File: src/rtl/quad_pkg.sv
// Shared definitions for the quadrature step decoder: phase codes, FSM state
// encoding and the classifier that turns a {A,B} code change into a step kind.
package quad_pkg;

  localparam logic [1:0] PH_00 = 2'b00;
  localparam logic [1:0] PH_01 = 2'b01;
  localparam logic [1:0] PH_11 = 2'b11;
  localparam logic [1:0] PH_10 = 2'b10;

  localparam logic [0:0] ST_INIT  = 1'b0;
  localparam logic [0:0] ST_TRACK = 1'b1;

  typedef enum logic [1:0] {
    TR_NONE,
    TR_UP,
    TR_DOWN,
    TR_ILLEGAL
  } trans_t;

  // Any single-bit change is legal; it is "up" only if it follows 00->01->11->10->00.
  function automatic trans_t classify(input logic [1:0] prevAb, input logic [1:0] curAb);
    trans_t t;
    t = TR_NONE;
    if ((prevAb ^ curAb) == 2'b11) begin
      t = TR_ILLEGAL;
    end else if (prevAb != curAb) begin
      case (prevAb)
        PH_00:   t = (curAb == PH_01) ? TR_UP : TR_DOWN;
        PH_01:   t = (curAb == PH_11) ? TR_UP : TR_DOWN;
        PH_11:   t = (curAb == PH_10) ? TR_UP : TR_DOWN;
        default: t = (curAb == PH_00) ? TR_UP : TR_DOWN;
      endcase
    end
    return t;
  endfunction

endpackage

File: src/rtl/quad_phase_filter.sv
// Synchronizer chain plus glitch filter for one asynchronous quadrature phase.
// The filtered output only follows the input after FILTER_CYCLES+1 disagreeing edges.
module quad_phase_filter #(
  parameter int SYNC_STAGES   = 2,
  parameter int FILTER_CYCLES = 16
) (
  input  logic clk,
  input  logic rst_n,
  input  logic i_phase,
  output logic o_filt
);

  localparam int CW = $clog2(FILTER_CYCLES + 1);
  localparam logic [CW-1:0] CNT_MAX = CW'(FILTER_CYCLES);

  logic [SYNC_STAGES-1:0] r_sync;
  logic [CW-1:0]          r_cnt;
  logic                   r_filt;
  logic                   w_synced;

  assign w_synced = r_sync[SYNC_STAGES-1];
  assign o_filt   = r_filt;

  always_ff @(posedge clk or negedge rst_n) begin
    if (!rst_n) begin
      r_sync <= '0;
    end else begin
      r_sync <= {r_sync[SYNC_STAGES-2:0], i_phase};
    end
  end

  // Counter sits at FILTER_CYCLES for one edge before the filtered value flips.
  always_ff @(posedge clk or negedge rst_n) begin
    if (!rst_n) begin
      r_cnt  <= '0;
      r_filt <= 1'b0;
    end else if (w_synced == r_filt) begin
      r_cnt <= '0;
    end else if (r_cnt == CNT_MAX) begin
      r_filt <= w_synced;
      r_cnt  <= '0;
    end else begin
      r_cnt <= r_cnt + CW'(1);
    end
  end

endmodule

File: src/rtl/quad_step_decoder.sv
// Quadrature decoder: filtered A/B phases drive a two-state tracker that emits
// step/dir pulses, keeps a wrapping position count and flags illegal jumps.
module quad_step_decoder
  import quad_pkg::*;
#(
  parameter int SYNC_STAGES   = 2,
  parameter int FILTER_CYCLES = 16,
  parameter int CNT_W         = 4
) (
  input  logic             clk,
  input  logic             rst_n,
  input  logic             enc_a,
  input  logic             enc_b,
  input  logic             clr,
  output logic             step,
  output logic             dir,
  output logic [CNT_W-1:0] count,
  output logic             err,
  output logic             err_flag
);

  logic             w_filtA;
  logic             w_filtB;
  logic [1:0]       w_curAb;
  trans_t           w_trans;
  logic [0:0]       r_state;
  logic [1:0]       r_prevAb;
  logic             r_step;
  logic             r_dir;
  logic             r_err;
  logic             r_errFlag;
  logic [CNT_W-1:0] r_count;

  quad_phase_filter #(
    .SYNC_STAGES  (SYNC_STAGES),
    .FILTER_CYCLES(FILTER_CYCLES)
  ) u_filtA (
    .clk    (clk),
    .rst_n  (rst_n),
    .i_phase(enc_a),
    .o_filt (w_filtA)
  );

  quad_phase_filter #(
    .SYNC_STAGES  (SYNC_STAGES),
    .FILTER_CYCLES(FILTER_CYCLES)
  ) u_filtB (
    .clk    (clk),
    .rst_n  (rst_n),
    .i_phase(enc_b),
    .o_filt (w_filtB)
  );

  assign w_curAb = {w_filtA, w_filtB};
  assign w_trans = classify(r_prevAb, w_curAb);

  // INIT only captures the resting position; clr is applied last so it overrides count/flag.
  always_ff @(posedge clk or negedge rst_n) begin
    if (!rst_n) begin
      r_state   <= ST_INIT;
      r_prevAb  <= PH_00;
      r_step    <= 1'b0;
      r_dir     <= 1'b0;
      r_err     <= 1'b0;
      r_errFlag <= 1'b0;
      r_count   <= '0;
    end else begin
      r_step   <= 1'b0;
      r_err    <= 1'b0;
      r_prevAb <= w_curAb;
      if (r_state == ST_INIT) begin
        r_state <= ST_TRACK;
      end else begin
        case (w_trans)
          TR_UP: begin
            r_step  <= 1'b1;
            r_dir   <= 1'b1;
            r_count <= r_count + CNT_W'(1);
          end
          TR_DOWN: begin
            r_step  <= 1'b1;
            r_dir   <= 1'b0;
            r_count <= r_count - CNT_W'(1);
          end
          TR_ILLEGAL: begin
            r_err     <= 1'b1;
            r_errFlag <= 1'b1;
          end
          default: ;
        endcase
      end
      if (clr) begin
        r_count   <= '0;
        r_errFlag <= 1'b0;
      end
    end
  end

  assign step     = r_step;
  assign dir      = r_dir;
  assign count    = r_count;
  assign err      = r_err;
  assign err_flag = r_errFlag;

endmodule
File: config.mk
export PLATFORM = sky130hd
export DESIGN_NAME = quad_step_decoder
export DESIGN_NICKNAME = d
export VERILOG_FILES = /design/src/rtl/quad_pkg.sv /design/src/rtl/quad_phase_filter.sv /design/src/rtl/quad_step_decoder.sv
export SDC_FILE = /design/constraint.sdc
export NUM_CORES = 1
export LEC_CHECK = 0
export CAP_MARGIN = 0
export CORE_UTILIZATION = 38
export CTS_BUF_LIST = sky130_fd_sc_hd__clkbuf_4
export DETAILED_ROUTE_END_ITERATION = 8
export PLACE_DENSITY_LB_ADDON = 0.2
export SYNTH_ARGS = -nofsm -noshare
export SYNTH_HDL_FRONTEND = slang
export SYNTH_SLANG_ARGS = --single-unit
File: constraint.sdc
create_clock -name clk -period 2.8 [get_ports clk]
set_input_delay 0.28 -clock clk [delete_from_list [all_inputs] [get_ports clk]]
set_output_delay 0.28 -clock clk [all_outputs]
set_load 0.01 [all_outputs]
==> results.cfg <==
[floorplan]
start_util = 0.3988
horizontal_die_dimension_um = 58.60
floorplan.die_area_mm2 = 0.003434
floorplan.core_area_mm2 = 0.003053
fp-row-count = 20
top_level_ports = 13
fp.dieH_um = 58.60

[setup_path]
reg2regPathDepth = 10
r2r_start = u_filtB.o_filt$_DFFE_PN0P_
timing.critical_path.arrival_ps = 2630
critPathRequiredTime_ps = 3050
crit_type = reg2reg
critical_path.reg2reg.endpoint = count[3]$_DFFE_PN0P_
end_kind = register
startpoint_type = register
crit_fanout = 9
r2r_slack_ps = 420

[cells_and_area]
final_net_count = 139
layout.cells.most_common = sky130_fd_sc_hd__dfrtp_1
n_diodes = 0
layout.cells.most_common_list = sky130_fd_sc_hd__dfrtp_1 (27), sky130_fd_sc_hd__nor2_1 (15), sky130_fd_sc_hd__clkdlybuf4s50_1 (12), sky130_fd_sc_hd__ha_1 (9)
finish.cell_count_without_fillers = 167
drive_gt1_frac = 0.07317
area.growth.synth_to_final_pct = 17.06

[drt]
wl_per_cell_um = 10.33
detailedRoute.firstPassIterationCount = 4
number_of_remaining_drc_errors = 0
totalWireLength_um = 1725
dr_vias_cell = 4.527
detail-route-antenna-nets = 0
routed_vias = 756
first_iter_violations = 15

[power]
total_power_uw = 615.2
leakagePower_uw = 0.0006745
power.density_cell_area_mw_per_mm2 = 431.7
ir_worst_vdd_mv = 0.3686

[cts]
clk_pin_slew_worst_paths_ps = 130
cts.sink_count = 27
postCtsSetupRepairBufs = 0
cts.root.buffer_cell = sky130_fd_sc_hd__clkbuf_4
cts_tree = done
clock_path_buffers = 2
cts.htree.levels = 1
clk-insertion-delay-late_ps = 310
numCtsBuffers = 3
cts.repair.resized = 0
hold_buffers = 0

[timing]
setup_violation_total_in_the_final_timing_report = 0
final_max_slew_viol_count = 0
min_period_ps = 2378
layout_worst_path_cycle_share = 0.8491
clock.fmax_ghz = 0.4206
totalNegativeSetupSlack_ps = 0
fin_worst_skew_ps = 6.033
unrepaired_setup_endpoints_after_global_routing = false
setup_slack_ps = 422.4
number_of_hold_violations_in_the_final_report = 0

[place]
numPlacedInstances = 163
place.detailed.hpwl_um = 1325
place_congestion = 0.7231
portBuffers = 12
dpl_worst_slack_ps = 449.7

[synthesis]
syn_inst = 107
syn_area_per_cell_um2 = 11.38
synth.net_count = 122
ys.warnings.count = 0
ys_seq_area_frac = 0.5550
postSynthRegisterBits = 27
synth.lib_cells_used.distinct = 27
synth_cell_area_mm2 = 0.001217

[min_path]
hold_path.class = in2async

[grt]
grt_overflow_total = 0
grt_max_degree = 28
first_global_vias = 716
global_route_wire_length_before_repair_um = 3022
antenna_found_initial = 0
grt_usage = 0.1188

[run_status]
status = complete, no violations

[run]
cap_violations = 0
## cell type report
class                           count  area, um2
Multi-Input combinational cell     73      514.2
Fill cell                         302       1628
Timing Repair Buffer               13      127.6
Clock buffer                        4      30.03
Sequential cell                    27      675.6
Tap cell                           44      55.05
Inverter                            6      22.52
## cell families (layout without fill, tap and decap cells)
group,after synthesis,in the layout,share of synthesized area
buffers and inverters,7,23,0.02261
xor gates and xnor gates,10,10,0.07194
and+or+nand+nor,34,34,0.1305
AOI/OAI and AO/OA,14,14,0.07297
adders and majority gates,10,10,0.1089
DFF,27,27,0.5550
other,1,1,0.003080
muxes,4,4,0.03494
## power breakdown
part           internal [uW]  leakage, uW  total [uW]  switching [uW]
clock                   65.4    0.0000184         170             104
sequential               401     0.000361         410            9.48
combinational           16.3     0.000296        34.9            18.6
## synth_stat cells, drive strengths merged
| cell | n | area share |
|---|---|---|
| dfrtp | 27 | 0.55 |
| nor2 | 15 | 0.046 |
| ha | 9 | 0.092 |
| inv | 6 | 0.018 |
| nand3 | 6 | 0.025 |
| xor2 | 6 | 0.043 |
| a21oi | 5 | 0.024 |
| nand2 | 5 | 0.015 |
| o21ai | 5 | 0.024 |
| xnor2 | 4 | 0.029 |
| and2 | 3 | 0.015 |
| a21o | 2 | 0.012 |
| mux2 | 2 | 0.018 |
| mux2i | 2 | 0.016 |
| a211o | 1 | 0.0072 |
| and3 | 1 | 0.0051 |
| buf | 1 | 0.0041 |
| conb | 1 | 0.0031 |
| fa | 1 | 0.016 |
| nand4 | 1 | 0.0051 |
| nand4bb | 1 | 0.0092 |
| nor2b | 1 | 0.0051 |
| nor3 | 1 | 0.0041 |
| o31ai | 1 | 0.0062 |
## metal layers
layer,up-vias,GRT usage,wire length [um]
met3,2,0.04615,59
met1,357,0.1427,821
met2,9,0.2003,832
met5,-,0,0
li1,388,-,-
met4,0,0.03061,12
## worst max-delay path by stage
stage,start,to,slack [ps],depth (start not counted)
after floorplan,u_filtB.o_filt$_DFFE_PN0P_,count[3]$_DFFE_PN0P_,610,11
after global placement,u_filtB.o_filt$_DFFE_PN0P_,count[3]$_DFFE_PN0P_,540,10
after detailed placement,u_filtB.o_filt$_DFFE_PN0P_,count[3]$_DFFE_PN0P_,450,10
after CTS,u_filtB.o_filt$_DFFE_PN0P_,count[3]$_DFFE_PN0P_,410,10
after global routing,u_filtB.o_filt$_DFFE_PN0P_,count[3]$_DFFE_PN0P_,260,9
final,u_filtB.o_filt$_DFFE_PN0P_,count[3]$_DFFE_PN0P_,420,10
## worst max-delay path, stage by stage (launching register included)
cell,delay (ps)
sky130_fd_sc_hd__dfrtp_1,510
sky130_fd_sc_hd__nor2_1,100
sky130_fd_sc_hd__a21oi_1,120
sky130_fd_sc_hd__nor2_1,70
sky130_fd_sc_hd__a21o_1,160
sky130_fd_sc_hd__ha_1,290
sky130_fd_sc_hd__ha_1,360
sky130_fd_sc_hd__a21oi_1,90
sky130_fd_sc_hd__a211o_1,310
sky130_fd_sc_hd__a21o_1,170
sky130_fd_sc_hd__a21oi_2,120
## state kept, by name (all words and copies together), names as in the netlist
register and cells:
u_filtA.r_cnt 5, u_filtB.r_cnt 5, count 4, r_prevAb 2, u_filtA.r_sync 2, u_filtB.r_sync 2
dir 1, err 1, err_flag 1, r_state 1, step 1, u_filtA.o_filt 1
u_filtB.o_filt 1
## metrics by stage
step	hold slack (ps)	instance area, um2	utilization
6_report	309.9	1425	0.4668
5_1_grt	320.1	1425	0.4668
4_1_cts	313.5	1425	0.4668
3_5_place_dp	338.7	1395	0.4570
3_3_place_gp	335.3	1395	0.4570
2_1_floorplan	-15.59	1217	-
Power figures use the tool's default switching activity.
